===== src/rtl/lsu_pkg.sv =====
// rtl/lsu_pkg.sv - shared encodings and lane helpers for the load/store unit
package lsu_pkg;

   localparam logic [1:0] SZ_B = 2'd0;
   localparam logic [1:0] SZ_H = 2'd1;
   localparam logic [1:0] SZ_W = 2'd2;

   typedef enum logic [1:0] {
      IDLE    = 2'd0,
      ISSUE   = 2'd1,
      CAPTURE = 2'd2,
      RESP    = 2'd3
   } lsu_state_t;

   // Halfword marks use the aligned lane so an unchecked misaligned half never straddles the word.
   function automatic logic [3:0] lane_mark(input logic [1:0] size, input logic [1:0] lane);
      case (size)
         SZ_B:    return 4'b0001 << lane;
         SZ_H:    return 4'b0011 << {lane[1], 1'b0};
         SZ_W:    return 4'b1111;
         default: return 4'b0000;
      endcase
   endfunction

   function automatic logic [31:0] store_lanes(input logic [1:0] size, input logic [31:0] wdata);
      case (size)
         SZ_B:    return {4{wdata[7:0]}};
         SZ_H:    return {2{wdata[15:0]}};
         default: return wdata;
      endcase
   endfunction

   function automatic logic req_err(input logic [1:0] size, input logic [1:0] lane, input logic chk);
      logic misaligned;
      misaligned = ((size == SZ_H) && lane[0]) || ((size == SZ_W) && (lane != 2'b00));
      return (size == 2'd3) || (chk && misaligned);
   endfunction

endpackage


===== src/rtl/lsu_mem_access_if.sv =====
// rtl/lsu_mem_access_if.sv - CPU request/response and data-memory port bundle
interface lsu_mem_access_if #(
   parameter int ADDR_W = 32,
   parameter int DATA_W = 32
);
   logic              req_valid;
   logic              req_ready;
   logic              req_store;
   logic [1:0]        req_size;
   logic              req_unsigned;
   logic [ADDR_W-1:0] req_addr;
   logic [DATA_W-1:0] req_wdata;

   logic              resp_valid;
   logic              resp_ready;
   logic [DATA_W-1:0] resp_data;
   logic              resp_err;

   logic [ADDR_W-1:0] mem_addr;
   logic              mem_writeEn;
   logic              mem_readEn;
   logic [3:0]        mem_mark;
   logic [DATA_W-1:0] mem_writeData;
   logic [DATA_W-1:0] mem_readData;

   // master: the surrounding CPU and memory; slave: the load/store unit
   modport master (
      output req_valid, req_store, req_size, req_unsigned, req_addr, req_wdata,
      output resp_ready, mem_readData,
      input  req_ready, resp_valid, resp_data, resp_err,
      input  mem_addr, mem_writeEn, mem_readEn, mem_mark, mem_writeData
   );

   modport slave (
      input  req_valid, req_store, req_size, req_unsigned, req_addr, req_wdata,
      input  resp_ready, mem_readData,
      output req_ready, resp_valid, resp_data, resp_err,
      output mem_addr, mem_writeEn, mem_readEn, mem_mark, mem_writeData
   );
endinterface


===== src/rtl/lsu_load_align.sv =====
// rtl/lsu_load_align.sv - selects the addressed load lane and sign/zero extends it
module lsu_load_align
   import lsu_pkg::*;
(
   input  logic [31:0] rdata,
   input  logic [1:0]  size,
   input  logic        uns,
   input  logic [1:0]  lane,
   output logic [31:0] data
);
   logic [7:0]  byte_v;
   logic [15:0] half_v;

   always_comb begin
      byte_v = rdata[{lane, 3'b000} +: 8];
      half_v = rdata[{lane[1], 4'b0000} +: 16];
      case (size)
         SZ_B:    data = uns ? {24'd0, byte_v} : {{24{byte_v[7]}}, byte_v};
         SZ_H:    data = uns ? {16'd0, half_v} : {{16{half_v[15]}}, half_v};
         default: data = rdata;
      endcase
   end
endmodule


===== src/rtl/lsu_mem_access.sv =====
// rtl/lsu_mem_access.sv - single-outstanding load/store unit in front of the data-memory port
module lsu_mem_access
   import lsu_pkg::*;
#(
   parameter int ADDR_W       = 32,
   parameter int DATA_W       = 32,
   parameter int MISALIGN_CHK = 1
) (
   input logic            clk,
   input logic            rst_n,
   lsu_mem_access_if.slave bus
);
   lsu_state_t        state;
   logic [1:0]        size_q;
   logic              uns_q;
   logic [1:0]        lane_q;

   logic              req_ready_q;
   logic              resp_valid_q;
   logic              resp_err_q;
   logic [DATA_W-1:0] resp_data_q;

   logic [ADDR_W-1:0] mem_addr_q;
   logic              mem_we_q;
   logic              mem_re_q;
   logic [3:0]        mem_mark_q;
   logic [DATA_W-1:0] mem_wdata_q;

   logic [31:0]       load_val;
   logic              accept_err;

   lsu_load_align u_align (
      .rdata (bus.mem_readData),
      .size  (size_q),
      .uns   (uns_q),
      .lane  (lane_q),
      .data  (load_val)
   );

   assign accept_err = req_err(bus.req_size, bus.req_addr[1:0], MISALIGN_CHK != 0);

   assign bus.req_ready     = req_ready_q;
   assign bus.resp_valid    = resp_valid_q;
   assign bus.resp_err      = resp_err_q;
   assign bus.resp_data     = resp_data_q;
   assign bus.mem_addr      = mem_addr_q;
   assign bus.mem_writeEn   = mem_we_q;
   assign bus.mem_readEn    = mem_re_q;
   assign bus.mem_mark      = mem_mark_q;
   assign bus.mem_writeData = mem_wdata_q;

   always_ff @(posedge clk or negedge rst_n) begin
      if (!rst_n) begin
         state        <= IDLE;
         size_q       <= 2'd0;
         uns_q        <= 1'b0;
         lane_q       <= 2'd0;
         req_ready_q  <= 1'b1;
         resp_valid_q <= 1'b0;
         resp_err_q   <= 1'b0;
         resp_data_q  <= '0;
         mem_addr_q   <= '0;
         mem_we_q     <= 1'b0;
         mem_re_q     <= 1'b0;
         mem_mark_q   <= 4'd0;
         mem_wdata_q  <= '0;
      end else begin
         case (state)
            IDLE: begin
               if (bus.req_valid) begin
                  size_q      <= bus.req_size;
                  uns_q       <= bus.req_unsigned;
                  lane_q      <= bus.req_addr[1:0];
                  req_ready_q <= 1'b0;
                  if (accept_err) begin
                     // Erroneous requests skip the memory entirely.
                     state        <= RESP;
                     resp_valid_q <= 1'b1;
                     resp_err_q   <= 1'b1;
                     resp_data_q  <= '0;
                  end else begin
                     state       <= ISSUE;
                     mem_addr_q  <= {bus.req_addr[ADDR_W-1:2], 2'b00};
                     mem_we_q    <= bus.req_store;
                     mem_re_q    <= ~bus.req_store;
                     mem_mark_q  <= lane_mark(bus.req_size, bus.req_addr[1:0]);
                     mem_wdata_q <= store_lanes(bus.req_size, bus.req_wdata);
                  end
               end
            end
            ISSUE: begin
               mem_addr_q  <= '0;
               mem_we_q    <= 1'b0;
               mem_re_q    <= 1'b0;
               mem_mark_q  <= 4'd0;
               mem_wdata_q <= '0;
               if (mem_we_q) begin
                  state        <= RESP;
                  resp_valid_q <= 1'b1;
                  resp_err_q   <= 1'b0;
                  resp_data_q  <= '0;
               end else begin
                  state <= CAPTURE;
               end
            end
            CAPTURE: begin
               // Read data is valid in the cycle after the read strobe.
               state        <= RESP;
               resp_valid_q <= 1'b1;
               resp_err_q   <= 1'b0;
               resp_data_q  <= load_val;
            end
            RESP: begin
               if (bus.resp_ready) begin
                  state        <= IDLE;
                  resp_valid_q <= 1'b0;
                  resp_err_q   <= 1'b0;
                  resp_data_q  <= '0;
                  req_ready_q  <= 1'b1;
               end
            end
            default: begin
               state       <= IDLE;
               req_ready_q <= 1'b1;
            end
         endcase
      end
   end
endmodule


===== src/flat_wrapper.sv =====
// flat-port wrapper written by rule: the top's interface ports become plain ports
module lsu_mem_access_flat import lsu_pkg::*;
#(
   parameter int ADDR_W       = 32,
   parameter int DATA_W       = 32,
   parameter int MISALIGN_CHK = 1
)
  (clk, rst_n, bus_req_valid, bus_req_store, bus_req_size, bus_req_unsigned, bus_req_addr, bus_req_wdata, bus_resp_ready, bus_mem_readData, bus_req_ready, bus_resp_valid, bus_resp_data, bus_resp_err, bus_mem_addr, bus_mem_writeEn, bus_mem_readEn, bus_mem_mark, bus_mem_writeData);
  lsu_mem_access_if #(.ADDR_W(ADDR_W), .DATA_W(DATA_W)) bus_i ();
  input logic clk;
  input logic rst_n;
  input wire logic [$bits(bus_i.req_valid)-1:0] bus_req_valid;
  input wire logic [$bits(bus_i.req_store)-1:0] bus_req_store;
  input wire logic [$bits(bus_i.req_size)-1:0] bus_req_size;
  input wire logic [$bits(bus_i.req_unsigned)-1:0] bus_req_unsigned;
  input wire logic [$bits(bus_i.req_addr)-1:0] bus_req_addr;
  input wire logic [$bits(bus_i.req_wdata)-1:0] bus_req_wdata;
  input wire logic [$bits(bus_i.resp_ready)-1:0] bus_resp_ready;
  input wire logic [$bits(bus_i.mem_readData)-1:0] bus_mem_readData;
  output wire logic [$bits(bus_i.req_ready)-1:0] bus_req_ready;
  output wire logic [$bits(bus_i.resp_valid)-1:0] bus_resp_valid;
  output wire logic [$bits(bus_i.resp_data)-1:0] bus_resp_data;
  output wire logic [$bits(bus_i.resp_err)-1:0] bus_resp_err;
  output wire logic [$bits(bus_i.mem_addr)-1:0] bus_mem_addr;
  output wire logic [$bits(bus_i.mem_writeEn)-1:0] bus_mem_writeEn;
  output wire logic [$bits(bus_i.mem_readEn)-1:0] bus_mem_readEn;
  output wire logic [$bits(bus_i.mem_mark)-1:0] bus_mem_mark;
  output wire logic [$bits(bus_i.mem_writeData)-1:0] bus_mem_writeData;
  assign bus_i.req_valid = bus_req_valid;
  assign bus_i.req_store = bus_req_store;
  assign bus_i.req_size = bus_req_size;
  assign bus_i.req_unsigned = bus_req_unsigned;
  assign bus_i.req_addr = bus_req_addr;
  assign bus_i.req_wdata = bus_req_wdata;
  assign bus_i.resp_ready = bus_resp_ready;
  assign bus_i.mem_readData = bus_mem_readData;
  assign bus_req_ready = bus_i.req_ready;
  assign bus_resp_valid = bus_i.resp_valid;
  assign bus_resp_data = bus_i.resp_data;
  assign bus_resp_err = bus_i.resp_err;
  assign bus_mem_addr = bus_i.mem_addr;
  assign bus_mem_writeEn = bus_i.mem_writeEn;
  assign bus_mem_readEn = bus_i.mem_readEn;
  assign bus_mem_mark = bus_i.mem_mark;
  assign bus_mem_writeData = bus_i.mem_writeData;
  lsu_mem_access #(.ADDR_W(ADDR_W), .DATA_W(DATA_W), .MISALIGN_CHK(MISALIGN_CHK)) u_core (.clk(clk), .rst_n(rst_n), .bus(bus_i));
endmodule

===== config.mk =====
export PLATFORM = sky130hd
export DESIGN_NAME = lsu_mem_access_flat
export DESIGN_NICKNAME = d
export VERILOG_FILES = /design/src/rtl/lsu_pkg.sv /design/src/rtl/lsu_mem_access_if.sv /design/src/rtl/lsu_load_align.sv /design/src/rtl/lsu_mem_access.sv /design/src/flat_wrapper.sv
export SDC_FILE = /design/constraint.sdc
export NUM_CORES = 1
export LEC_CHECK = 0
export CELL_PAD_IN_SITES_DETAIL_PLACEMENT = 1
export CELL_PAD_IN_SITES_GLOBAL_PLACEMENT = 1
export CORE_MARGIN = 2
export CORE_UTILIZATION = 34
export DETAILED_ROUTE_END_ITERATION = 6
export GPL_ROUTABILITY_DRIVEN = 1
export GPL_TIMING_DRIVEN = 0
export PLACE_DENSITY = 0.81
export SYNTH_ARGS = -nofsm -noshare
export SYNTH_HDL_FRONTEND = slang
export SYNTH_SLANG_ARGS = --single-unit
export TNS_END_PERCENT = 50

===== constraint.sdc =====
create_clock -name clk -period 2.5 [get_ports clk]
set_clock_uncertainty 0.1 [all_clocks]
set_input_delay 0.5 -clock clk [delete_from_list [all_inputs] [get_ports clk]]
set_output_delay 0.5 -clock clk [all_outputs]
set_load 0.02 [all_outputs]

# After elaboration in Yosys (flattened, before gate mapping)
# Index checks and enable logic that the tools add are counted.
# Widths: inputs -> output; s select.
dict set report op_classes {
  n_addsub 0
  shift 4
  bitwise 1
  n_mux 40
  n_reduce_logical 15
  div 0
  magnitude_cmp 0
  n_eq_ne 12
  mul 0
}
# op count
set op_table {}
lappend op_table {{$mux 32} 10}
lappend op_table {{$pmux 32 s2} 4}
lappend op_table {{$pmux 32 s4} 1}
lappend op_table {{$shiftx 32x6->16} 1}
lappend op_table {{$shiftx 32x6->8} 1}
lappend op_table {{$mux 1} 12}
lappend op_table {{$pmux 4 s3} 1}
lappend op_table {{$eq 2x2->1 const B} 4}
lappend op_table {{$mux 4} 2}
lappend op_table {{$pmux 1 s4} 2}
lappend op_table {{$pmux 2 s4} 1}
lappend op_table {{$pmux 4 s2} 1}
lappend op_table {{$eq 2x1->1 const B} 3}
lappend op_table {{$logic_not 2->1} 3}
lappend op_table {{$mux 2} 3}
lappend op_table {{$ne 2x2->1 const B} 3}
lappend op_table {{$pmux 1 s2} 3}
lappend op_table {{$reduce_and 3->1} 2}
lappend op_table {{$reduce_bool 2->1} 3}
lappend op_table {{$ne 2x1->1 const B} 2}
lappend op_table {{$reduce_and 2->1} 2}
lappend op_table {{$reduce_and 4->1} 1}
lappend op_table {{$shl 1x2->4 const A} 1}
lappend op_table {{$shl 2x2->4 const A} 1}
lappend op_table {{3 further kinds} 5}
dict set report word_totals {
  ff_bits 112
  latch_bits 0
  output_inout_bits 105
  ram_bits 0
  memories 0
  mem_bits_ro 0
}

# Depth between registers and ports, before layout
dict set report depth {
  ltp_word 7
  mapped_depth 8
  depth_no_buf 6
}

# Modules after synthesis
# From an unflattened synthesis, not the netlist that was laid out.
dict set report hier_totals {
  cells_unflattened 633
  hier_area_um2 6228.5
}
# mod instances area_per_inst_um2 cells_per_inst
set modules_own_cells {}
lappend modules_own_cells {lsu_mem_access 1 5514.0 516}
lappend modules_own_cells {lsu_load_align 1 714.4 117}

# Worst setup path before layout
# OpenSTA, ideal clock, no wires.
dict set report synth_timing {
  path_kind {input-to-reg}
  start {input bus_req_size[1]}
  end {register u_core.mem_mark_q[0] (netlist: u_core.bus.mem_mark[0])}
  required_time_ns 2.275
  slack_ns 0.485
  setup_ns 0.125
  cell_stages 6
  arrival_time_ns 1.790
  path_cell_list {buf_2 -> nor2_1 -> nor3_4 -> a2bb2oi_2 -> buf_4 -> mux2_2}
}
dict set report synth_via {
  elab_chain_len 6
  elab_cells_between_ends 14
}
# item line
set synth_lines {}
lappend synth_lines {{start: declaration} flat_wrapper.sv:14} ;# input wire logic [$bits(bus_i.req_size)-1:0] bus_req_size;
lappend synth_lines {{branches (longest 6 deep; another with $pmux 4 s3)} n/a}
lappend synth_lines {{end signal: assignment} lsu_mem_access.sv:86} ;# mem_mark_q <= lane_mark(bus.req_size, bus.req_addr[1:0]);
lappend synth_lines {{end: declaration} lsu_mem_access.sv:26} ;# logic [3:0] mem_mark_q;
# Several ways; the timed one is not identified. The select of a mux whose other input is x is not followed.
# A chain may end at the register's enable or synchronous reset.

# Worst setup path in the final report
dict set report layout_timing {
  start {input bus_req_addr[0]}
  end {register u_core.resp_data_q[14] (netlist: u_core.bus.resp_data[14])}
}
dict set report layout_via {
  elab_chain_len 6
  elab_cells_between_ends 7
}
# item line
set layout_lines {}
lappend layout_lines {{start: declaration} flat_wrapper.sv:16} ;# input wire logic [$bits(bus_i.req_addr)-1:0] bus_req_addr;
lappend layout_lines {{$reduce_bool 2->1} lsu_pkg.sv:35} ;# misaligned = ((size == SZ_H) && lane[0]) || ((size == SZ_W) && (lane != 2'b00));
lappend layout_lines {{$logic_and 1x1->1} lsu_pkg.sv:35}
lappend layout_lines {{$logic_or 1x1->1 *} lsu_pkg.sv:35}
lappend layout_lines {{$logic_or 1x1->1 *} lsu_pkg.sv:36} ;# return (size == 2'd3) || (chk && misaligned);
lappend layout_lines {{$ne 2x1->1 (no line) *} n/a}
lappend layout_lines {{$reduce_and 4->1 (no line) *} n/a}
lappend layout_lines {{end signal: assignment} lsu_mem_access.sv:111} ;# resp_data_q <= load_val;
lappend layout_lines {{end: declaration} lsu_mem_access.sv:21} ;# logic [DATA_W-1:0] resp_data_q;
# Mark *: on every way between the ends. The rest lies on a longest branch, timed or not.

==> results.toml <==
[global_routing]
grt_usage_pct = 22.52
grt_antenna_before_repair = 1
grt_pass1_wl_um = 28990
grt_overflow_total = 0
grt_pass1_vias = 5208
pin_count_of_the_biggest_net_entering_global_routing = 75

[critical_path]
slowest_stage = "clkdlybuf4s50_1"
worstPathRequired_ns = 2.65
startpoint_type = "primary input"
cp_slowest_stage_delay_ns = 0.58
critical_path_peak_fanout = 10
cp_data_arrival_time_ns = 2.50
critical_path_buffer_and_inverter_count = 2
crit_chain = "clkdlybuf4s50_1 -> nor2_1 -> o31ai_1 -> nand3_2 -> buf_2 -> a22o_1"
critical-path-top-delay-family = "buffers and inverters"
timing_worst_setup_path_type = "in2reg"
crit_end_category = "flip-flop"

[floorplan]
dieArea_sq_um = 16930
dieHeight_um = 130.1
design.core.area_sq_um = 15710
initial_core_util_pct = 34.42
io_pins = 209
dieWidth_um = 130.1
placement_rows = 46

[synth]
synth_cells = 471
post_synthesis_mean_instance_area_sq_um = 11.48
netlist-cell-type-count = 40
yosys_warnings = 0
synth-seq-cells = 110
synth_sequential_area_ratio_pct = 50.91
synth.cell_area_sq_um = 5409

[clock_network]
worst_setup_hold_path_clk_slew_ns = 0.07
clkLatencyLatePin_ns = 0.35
tritoncts = "yes"
cts-root-buf = "clkbuf_16"
h-tree-depth = 3
cts.path.max_buffers = 2
cts_repair_resize_count = 0
numCtsBuffers = 9
clock_sinks = 110

[detailed_routing]
first_pass_iters = 4
route.detailed.drc = 0
wl_per_cell_um = 20.95
drtIter0Drc = 233
routed_via_density = 5.363
drtAntennaViolNets = 0
route.final.wire_length_um = 19070
vias = 4880

[sta]
period_minus_slack_ns = 2.356
final_critical_path_setup_slack_ns = 0.1440
fmax_mhz = 424.5
rsz0062_at_grt = "false"
report.final.hold_viol_count = 0
period_share_pct = 94.24
slew_headroom_pct = 59.03
finalSetupViolations = 0
final-max-slew-violation-count = 0
worst_hold_slack_ns = 0.01475
transition_time_of_the_tightest_slew_check_pin_ns = 0.6145

[flow_run]
cap_violations = 0

[place]
io_buffer_count = 204
dp_slack_ns = -0.3242
gp_congestion = 0.9130
detailedPlacementHpwl_um = 14350

[layout]
area_delta_synth_final_pct = 49.85
drive_gt1_share_pct = 10.81
postLayoutCoreUtil_pct = 51.58
fillCellCount = 1670
diodes = 0
num-nets-final = 798

[pwr]
design_power_total_mw = 10.37
power.leakage_nw = 3.620
powerDensity_nw_per_um2 = 1279
peakVddDrop_mv = 0.5846

[run_status]
outcome = "complete, no violations"

[min_path]
min_path_type = "in2async"
-- per-layer routing --
metal,vias up,global-route usage (%),part of all wire (%)
met5,-,0,0.052
met4,2,7.464,2.0
met3,28,6.560,8.1
met2,215,38.74,50
met1,2457,27.12,40
li1,2178,-,-
-- cell usage after synthesis, drive strengths merged --
cell	n	area share, %
nand3	1	0.19
mux2	24	5.0
buf	29	3.1
and3b	1	0.16
conb	1	0.069
a21o	17	2.4
a221oi	1	0.16
nor4	16	1.9
nor2	9	0.76
o2bb2ai	18	2.9
nor2b	15	1.7
clkbuf	16	1.1
a31oi	1	0.12
dfstp	1	0.49
or2	1	0.12
o21ai	4	0.37
nor3	3	0.67
a22oi	16	2.2
o22a	1	0.16
nand2b	7	0.81
a22o	48	7.8
a2bb2oi	1	0.28
inv	16	1.1
dfrtp	109	50
a21oi	24	2.2
o21a	1	0.14
o31ai	1	0.14
nand2	20	1.4
o221ai	8	1.3
and2	1	0.12
mux2i	46	8.5
o22ai	8	0.93
ha	5	1.2
o2111ai	1	0.16
-- state kept, by name (all words and copies together) (netlist names) --
signal,cells
u_core.bus.mem_writeData,32
u_core.bus.resp_data,32
u_core.bus.mem_addr,30
u_core.bus.mem_mark,4
u_core.lane_q,2
u_core.size_q,2
u_core.state,2
u_core.bus.mem_readEn,1
u_core.bus.mem_writeEn,1
u_core.bus.req_ready,1
u_core.bus.resp_err,1
u_core.bus.resp_valid,1
u_core.uns_q,1
-- through the flow --
step	instances	area, sq um	setup TNS [ns]
after floorplan	472	5413	0
after global placement	892	7725	-375.32
after detailed placement	893	7750	-17.06
after CTS	909	8098	0
after global routing	910	8105	0
final	910	8105	0
-- where the power goes --
part,switching [mW],internal (mW)
combinational,3.02,2.60
clock,0.692,0.991
sequential,0.504,2.55
-- layout by cell type (no fill, tap or decap), drive strengths merged, types with 18 or more instances in the layout --
master,instances
a21oi,24
buf,32
nand2,20
dfrtp,109
mux2i,46
clkbuf,26
mux2,24
clkdlybuf4s50,203
a22o,48
o2bb2ai,18
-- area by class of cell --
cell class              count  area, sq um  area share [%]
flip-flops and latches    110         2754           33.98
multi-input cells         301         2371           29.25
repair buffers            206         2074           25.59
well taps                 216        270.3           3.334
clock buffers              10        229.0           2.825
plain buffers              45        227.7           2.810
clock inverters             6        118.9           1.467
inverters                  16        60.06          0.7410
-- logic make-up after synthesis --
logic type | synth area share, %
DFF | 50.91
and+or+nand+nor | 7.796
AOI/OAI and AO/OA | 21.24
buffers and inverters | 5.321
muxes | 13.51
adders and majority gates | 1.157
other | 0.06933
-- final timing paths --
kind,from,endpoint,slack (ns),depth (start not counted)
worst max-delay path,bus_req_addr[0],u_core.bus.resp_data[14],0.14,6
worst min register to register,u_core.bus.mem_writeData[17],u_core.bus.mem_writeData[17],0.38,1
worst min-delay path,rst_n,u_core.bus.resp_data[0],0.01,1
max in group asynchronous,rst_n,u_core.bus.req_ready,1.54,2
min in group clk,u_core.bus.mem_writeData[17],u_core.bus.mem_writeData[17],0.38,1
worst max register to register,u_core.state[0],u_core.bus.mem_writeData[10],0.21,6
-- timing repair --
| action | in CTS | in global routing |
|---|---|---|
| setup buffers | 0 | 1 |
| setup endpoints to repair | 0 | 6 |
| hold buffers | 0 | 0 |
Note: power is estimated with default switching activity, not from simulation.
